==> config.mk <==
export PLATFORM = sky130hd
export DESIGN_NAME = regfile_wb_flat
export DESIGN_NICKNAME = d
export VERILOG_FILES = /design/src/rtl/alu_pkg.sv /design/src/rtl/regfile_wb_if.sv /design/src/rtl/regfile_wb_scoreboard.sv /design/src/rtl/regfile_wb.sv /design/src/flat_wrapper.sv
export SDC_FILE = /design/constraint.sdc
export NUM_CORES = 2
export LEC_CHECK = 0
export CAP_MARGIN = 20
export CORE_MARGIN = 10
export CORE_UTILIZATION = 41
export CTS_CLUSTER_SIZE = 28
export DETAILED_ROUTE_END_ITERATION = 10
export DONT_BUFFER_PORTS = 1
export HOLD_SLACK_MARGIN = 0.03
export PLACE_DENSITY = 0.62
export SLEW_MARGIN = 15
export SYNTH_ARGS = -nofsm -noshare
export SYNTH_HDL_FRONTEND = slang
export SYNTH_SLANG_ARGS = --single-unit
==> constraint.sdc <==
create_clock -name clk -period 6.85 [get_ports clk]
set_input_delay 1.7125 -clock clk [delete_from_list [all_inputs] [get_ports clk]]
set_output_delay 1.7125 -clock clk [all_outputs]
set_load 0.02 [all_outputs]
==> src/rtl/alu_pkg.sv <==
// rtl/alu_pkg.sv - shared ALU datapath constants, status bit indices and ALU control codes
package alu_pkg;
    localparam int DATA_W = 32;
    localparam int ADDR_W = 5;
    localparam int NREGS  = 32;
    localparam logic [ADDR_W-1:0] ZERO_REG = '0;

    localparam int ST_Z  = 0;
    localparam int ST_N  = 1;
    localparam int ST_V  = 2;
    localparam int ST_VS = 3;

    typedef enum logic [3:0] {
        ALU_AND  = 4'h0,
        ALU_OR   = 4'h1,
        ALU_ADD  = 4'h2,
        ALU_XOR  = 4'h3,
        ALU_SUB  = 4'h6,
        ALU_SLT  = 4'h7,
        ALU_NOR  = 4'hC,
        ALU_NAND = 4'hD,
        ALU_NOP  = 4'hF
    } alu_ctrl_e;
endpackage

==> src/rtl/regfile_wb_if.sv <==
// rtl/regfile_wb_if.sv - read, issue, write-back and status signals of the register file
interface regfile_wb_if;
    import alu_pkg::*;

    logic [ADDR_W-1:0] rs_addr;
    logic [ADDR_W-1:0] rt_addr;
    logic [DATA_W-1:0] rs_data;
    logic [DATA_W-1:0] rt_data;
    logic              rs_pending;
    logic              rt_pending;
    logic              iss_valid;
    logic [ADDR_W-1:0] iss_dest;
    logic              wb_valid;
    logic [ADDR_W-1:0] wb_addr;
    logic [DATA_W-1:0] wb_data;
    logic              wb_flags_en;
    logic              v_in;
    logic              n_in;
    logic              z_in;
    logic              clr_sticky;
    logic [3:0]        status;

    modport master (
        output rs_addr, rt_addr, iss_valid, iss_dest, wb_valid, wb_addr, wb_data,
               wb_flags_en, v_in, n_in, z_in, clr_sticky,
        input  rs_data, rt_data, rs_pending, rt_pending, status
    );

    modport slave (
        input  rs_addr, rt_addr, iss_valid, iss_dest, wb_valid, wb_addr, wb_data,
               wb_flags_en, v_in, n_in, z_in, clr_sticky,
        output rs_data, rt_data, rs_pending, rt_pending, status
    );
endinterface

==> src/rtl/regfile_wb_scoreboard.sv <==
// rtl/regfile_wb_scoreboard.sv - per-register pending bits with set-over-clear priority
module regfile_wb_scoreboard
    import alu_pkg::*;
(
    input  logic              clk,
    input  logic              rst_n,
    input  logic              iss_valid_i,
    input  logic [ADDR_W-1:0] iss_dest_i,
    input  logic              wb_valid_i,
    input  logic [ADDR_W-1:0] wb_addr_i,
    input  logic [ADDR_W-1:0] rs_addr_i,
    input  logic [ADDR_W-1:0] rt_addr_i,
    output logic              rs_pending_o,
    output logic              rt_pending_o
);
    logic [NREGS-1:0] pend_q;
    logic [NREGS-1:0] pend_d;

    // Set applied after clear: a newly issued producer outranks the retiring one.
    always_comb begin
        pend_d = pend_q;
        if (wb_valid_i) pend_d[wb_addr_i] = 1'b0;
        if (iss_valid_i && iss_dest_i != ZERO_REG) pend_d[iss_dest_i] = 1'b1;
        pend_d[0] = 1'b0;
    end

    always_ff @(posedge clk or negedge rst_n) begin
        if (!rst_n) pend_q <= '0;
        else        pend_q <= pend_d;
    end

    assign rs_pending_o = pend_q[rs_addr_i];
    assign rt_pending_o = pend_q[rt_addr_i];
endmodule

==> src/rtl/regfile_wb.sv <==
// rtl/regfile_wb.sv - register file, write-back and status; REGFILE_WB_BYPASS_EN adds write-through bypass
module regfile_wb
    import alu_pkg::*;
(
    input  logic          clk,
    input  logic          rst_n,
    regfile_wb_if.slave   bus
);
    logic [DATA_W-1:0] regs_q [NREGS];
    logic [3:0]        status_q;
    logic [3:0]        status_d;
    logic              wr_en;
    logic              flag_upd;
    logic [DATA_W-1:0] rs_raw;
    logic [DATA_W-1:0] rt_raw;
    logic              rs_pend_raw;
    logic              rt_pend_raw;

    assign wr_en    = bus.wb_valid && (bus.wb_addr != ZERO_REG);
    assign flag_upd = bus.wb_valid && bus.wb_flags_en;

    always_ff @(posedge clk or negedge rst_n) begin
        if (!rst_n) begin
            for (int i = 0; i < NREGS; i++) regs_q[i] <= '0;
        end else if (wr_en) begin
            regs_q[bus.wb_addr] <= bus.wb_data;
        end
    end

    // Flags also update on r0 write-backs so compare-only ops can set status.
    always_comb begin
        status_d = status_q;
        if (flag_upd) begin
            status_d[ST_V] = bus.v_in;
            status_d[ST_N] = bus.n_in;
            status_d[ST_Z] = bus.z_in;
        end
        if (flag_upd && bus.v_in) status_d[ST_VS] = 1'b1;
        else if (bus.clr_sticky)  status_d[ST_VS] = 1'b0;
    end

    always_ff @(posedge clk or negedge rst_n) begin
        if (!rst_n) status_q <= 4'b0000;
        else        status_q <= status_d;
    end

    assign bus.status = status_q;

    regfile_wb_scoreboard u_sb (
        .clk          (clk),
        .rst_n        (rst_n),
        .iss_valid_i  (bus.iss_valid),
        .iss_dest_i   (bus.iss_dest),
        .wb_valid_i   (bus.wb_valid),
        .wb_addr_i    (bus.wb_addr),
        .rs_addr_i    (bus.rs_addr),
        .rt_addr_i    (bus.rt_addr),
        .rs_pending_o (rs_pend_raw),
        .rt_pending_o (rt_pend_raw)
    );

    assign rs_raw = (bus.rs_addr == ZERO_REG) ? '0 : regs_q[bus.rs_addr];
    assign rt_raw = (bus.rt_addr == ZERO_REG) ? '0 : regs_q[bus.rt_addr];

`ifdef REGFILE_WB_BYPASS_EN
    logic rs_hit, rt_hit, rs_iss, rt_iss;

    assign rs_hit = wr_en && (bus.wb_addr == bus.rs_addr);
    assign rt_hit = wr_en && (bus.wb_addr == bus.rt_addr);
    assign rs_iss = bus.iss_valid && (bus.iss_dest == bus.rs_addr);
    assign rt_iss = bus.iss_valid && (bus.iss_dest == bus.rt_addr);

    assign bus.rs_data    = rs_hit ? bus.wb_data : rs_raw;
    assign bus.rt_data    = rt_hit ? bus.wb_data : rt_raw;
    assign bus.rs_pending = rs_pend_raw && !(rs_hit && !rs_iss);
    assign bus.rt_pending = rt_pend_raw && !(rt_hit && !rt_iss);
`else
    assign bus.rs_data    = rs_raw;
    assign bus.rt_data    = rt_raw;
    assign bus.rs_pending = rs_pend_raw;
    assign bus.rt_pending = rt_pend_raw;
`endif
endmodule

==> src/flat_wrapper.sv <==
// flat-port wrapper written by rule: the top's interface ports become plain ports
module regfile_wb_flat import alu_pkg::*;
  (clk, rst_n, bus_rs_addr, bus_rt_addr, bus_iss_valid, bus_iss_dest, bus_wb_valid, bus_wb_addr, bus_wb_data, bus_wb_flags_en, bus_v_in, bus_n_in, bus_z_in, bus_clr_sticky, bus_rs_data, bus_rt_data, bus_rs_pending, bus_rt_pending, bus_status);
  regfile_wb_if bus_i ();
  input  logic clk;
  input  logic rst_n;
  input wire logic [$bits(bus_i.rs_addr)-1:0] bus_rs_addr;
  input wire logic [$bits(bus_i.rt_addr)-1:0] bus_rt_addr;
  input wire logic [$bits(bus_i.iss_valid)-1:0] bus_iss_valid;
  input wire logic [$bits(bus_i.iss_dest)-1:0] bus_iss_dest;
  input wire logic [$bits(bus_i.wb_valid)-1:0] bus_wb_valid;
  input wire logic [$bits(bus_i.wb_addr)-1:0] bus_wb_addr;
  input wire logic [$bits(bus_i.wb_data)-1:0] bus_wb_data;
  input wire logic [$bits(bus_i.wb_flags_en)-1:0] bus_wb_flags_en;
  input wire logic [$bits(bus_i.v_in)-1:0] bus_v_in;
  input wire logic [$bits(bus_i.n_in)-1:0] bus_n_in;
  input wire logic [$bits(bus_i.z_in)-1:0] bus_z_in;
  input wire logic [$bits(bus_i.clr_sticky)-1:0] bus_clr_sticky;
  output wire logic [$bits(bus_i.rs_data)-1:0] bus_rs_data;
  output wire logic [$bits(bus_i.rt_data)-1:0] bus_rt_data;
  output wire logic [$bits(bus_i.rs_pending)-1:0] bus_rs_pending;
  output wire logic [$bits(bus_i.rt_pending)-1:0] bus_rt_pending;
  output wire logic [$bits(bus_i.status)-1:0] bus_status;
  assign bus_i.rs_addr = bus_rs_addr;
  assign bus_i.rt_addr = bus_rt_addr;
  assign bus_i.iss_valid = bus_iss_valid;
  assign bus_i.iss_dest = bus_iss_dest;
  assign bus_i.wb_valid = bus_wb_valid;
  assign bus_i.wb_addr = bus_wb_addr;
  assign bus_i.wb_data = bus_wb_data;
  assign bus_i.wb_flags_en = bus_wb_flags_en;
  assign bus_i.v_in = bus_v_in;
  assign bus_i.n_in = bus_n_in;
  assign bus_i.z_in = bus_z_in;
  assign bus_i.clr_sticky = bus_clr_sticky;
  assign bus_rs_data = bus_i.rs_data;
  assign bus_rt_data = bus_i.rt_data;
  assign bus_rs_pending = bus_i.rs_pending;
  assign bus_rt_pending = bus_i.rt_pending;
  assign bus_status = bus_i.status;
  regfile_wb u_core (.clk(clk), .rst_n(rst_n), .bus(bus_i));
endmodule
==> flow_summary.yaml <==
clocking:
  cts_post_setup_buffers_inserted: 0
  clock_pin_slew_on_the_worst_setup_and_hold_paths_ps: 60
  cts_max_path_buffers: 3
  cts_tree: "built"
  clock_latency_ps: 710
  numClockSinks: 1059
  cts_hold_buffers: 0
  cts-buffers-inserted: 112
  cts_max_level: 3
  post_cts_resize_count: 0
  ctsRootBufferMaster: "clkbuf_16"
timing:
  setup_repair_after_global_routing_missed_its_margin: "no"
  timing.max_slew.rel_slack_pct: 17.1
  setup_viol_count_final: 0
  timing.final.crit_share_pct: 84.7
  count_of_endpoints_failing_hold_in_the_final_timing_report: 0
  totalNegativeSetupSlack_ps: 0
  skew_ps: 0
  fin_hold_ws_ps: 384
  report.final.slew_viol_count: 0
  max_clock_freq_mhz: 172
  final_period_minus_worst_setup_slack_ps: 5800
  slew_worst_pin_ps: 1240
die:
  initial_core_util_pct: 41.4
  die_area_um2: 153000
  die_h_um: 391
  core-area_um2: 136000
  floorplan.die.width_um: 391
  total_number_of_placement_rows: 135
  io-pin-count: 131
worst_setup_path:
  crit_path_start: "bus_rs_addr[1]"
  setup.worst_path.class: "in -> out"
  path_max_fanout: 270
  critical_path.reg2reg.startpoint: "u_core.bus.status[0]$_DFFE_PN0N_"
  r2r.worst_path.cells: 1
  worst-endpoint-arrival_ps: 4090
  worstSetupStartpointType: "input pin"
  critical_path_required_ps: 5140
  timing.critical_path.to_type: "output pin"
synthesis:
  postSynthAreaPerCell_um2: 15.3
  postSynthNetCount: 3745
  number_of_synthesized_flops_with_an_enable_pin: 0
  synthesis.area_um2: 56300
  synth_top_area_share_pct: 47.1
  synth_seq_area_share_pct: 47.1
  yosys_warnings: 0
  syn_inst: 3684
  synth_cell_types: 46
  synth_seq_cells: 1059
  synth_async_sr_flop_share_pct: 100
  post-synth-top-area-cell: "dfrtp_1"
  ys_top_cells_by_area: "dfrtp_1 47%, mux2_2 21%, mux4_2 20%"
  ys_flop_type: "dfrtp_1"
global_routing:
  grt_pass1_vias: 36200
  gr-usage-all-layers_pct: 22.8
  number_of_antenna_violations_at_the_first_check_in_global_routing: 4
  global_route_wire_length_before_repair_um: 260000
  grt_overflow_total: 0
  grt_start_max_net_pins: 299
finish:
  multiInputGateArea_um2: 27900
  share_of_layout_cells_above_drive_strength_1_pct: 52.2
  sequential_cell_area_in_the_final_layout_um2: 26500
  flow.area_growth_from_synthesis_pct: 8.57
  num-fill-cells: 11900
  antenna_cells: 0
  final_core_utilization_pct: 45.0
  post-route-cell-area_um2: 61100
  layout.nets: 3515
power:
  cellPowerDensity_nw_per_um2: 293
  vdd.ir_drop.worst_mv: 0.192
  total_power_mw: 17.9
  power.leakage_nw: 25.9
place:
  hpwlAfterDp_um: 92800
  place.port_buffers: 0
  gp_congestion: 0.785
  placedInstanceArea_um2: 57400
drt:
  detail_route.wirelength_um: 176000
  drc: 0
  detail-route-antenna-nets: 0
  initial_drt_pass_iterations: 5
  drtIter0Drc: 3438
  routed-via-count: 34900
  viasPerCell: 6.55
  avgRoutedWirePerCell_um: 33.1
job:
  max_cap_violations: 0
status:
  outcome: "complete, no violations"
worst_hold_path:
  hold_path_startpoint: "u_core.regs_q[1005]$_DFFE_PN0P_"
  worstHoldPathCells: 0
  timing.hold.worst.class: "reg -> reg"
-- final cells by class --
class | instances | share of cell area [%]
timing repair buffer | 85 | 1.33
multi-input combinational | 2194 | 45.7
sequential | 1059 | 43.3
clock inverter | 32 | 0.628
inverter | 2 | 0.0205
clock buffer | 170 | 5.37
tap | 1781 | 3.65
-- worst paths after layout --
kind,to,slack [ps]
min in group asynchronous,u_core.regs_q[250]$_DFFE_PN0P_,670
max reg2reg,u_core.bus.status[0]$_DFFE_PN0N_,5990
min,u_core.regs_q[1005]$_DFFE_PN0P_,380
min reg2reg,u_core.regs_q[1005]$_DFFE_PN0P_,380
max,bus_rs_data[21],1050
max in group asynchronous,u_core.regs_q[296]$_DFFE_PN0P_,3640
-- synth_stat cells, types with 4 or more instances --
library cell and count:
dfrtp_1 1059, mux2_2 1054, mux4_2 492, clkbuf_1 230
mux2i_1 82, buf_2 76, o21ai_0 74, nand2_1 62
a22oi_1 61, buf_4 45, buf_1 44, mux2_1 37
a211oi_1 33, and2_1 33, a221o_1 32, a221oi_1 32
a311oi_1 32, a21oi_1 30, a31oi_1 29, buf_6 28
o21ai_1 20, nor2_1 19, a22o_1 11, nor2b_1 9
nand3_1 7, buf_8 6, nand2b_1 5, nor3_1 5
a32o_1 4, nand3b_1 4, nor2_4 4, nor3b_1 4
-- sequential cells by signal, summed over array words and instances (netlist names) --
signal	count
u_core.regs_q	1024
u_core.u_sb.pend_q	31
u_core.bus.status	4
-- layer usage --
layer,part of all wire (%),vias up,GRT usage [%]
met4,3.3,4,7.65
met1,42,19300,31.0
met5,0.014,-,0
li1,-,13900,-
met2,48,1395,36.5
met3,7.2,359,4.36
-- kinds of logic after synthesis --
group,after synthesis,share of synthesized area (%)
DFF,1059,47.1
AOI/OAI and AO/OA,365,4.58
buffers and inverters,431,3.84
and+or+nand+nor,163,1.52
muxes,1666,43.0
-- report_power, final --
group          leakage (nW)  internal [mW]  switching, mW  total [mW]
Clock                  1.81           3.58           2.62        6.21
Combinational          10.5           2.18           1.19        3.37
Sequential             13.6           7.45          0.904        8.36
Total                  25.9           13.2           4.71        17.9
-- cell usage in the layout, fill, tap and decap left out, drive strengths merged, types with 2 or more instances in the layout --
cell and instances:
nor3b 7, a221oi 32, a32o 4, inv 4, a211o 2, o21ai 94
nor2b 9, mux2i 82, nand2 62, a211oi 33, mux4 493, nand3b 4
clkbuf 170, or2 3, and2 33, a21oi 30, mux2 1091, a31oi 29
buf 85, clkinv 20, nor2 23, nor3 5, a221o 32, a22oi 61
nand3 7, nand2b 5, a311oi 32, dfrtp 1059, bufinv 8, o22ai 3
a22o 11, clkinvlp 2
-- critical path: stages --
cell,delay (ps)
o31a_2,780
buf_4,460
a22oi_1,120
a31oi_1,630
-- through the flow --
step | std cells | setup slack, ps
floorplan | 3684 | 1760
global placement | 5118 | 1220
detailed placement | 5118 | 1220
CTS | 5320 | 1220
global route | 5323 | 1110
finish | 5323 | 1050
No activity file was read; power rests on OpenSTA's default activity.
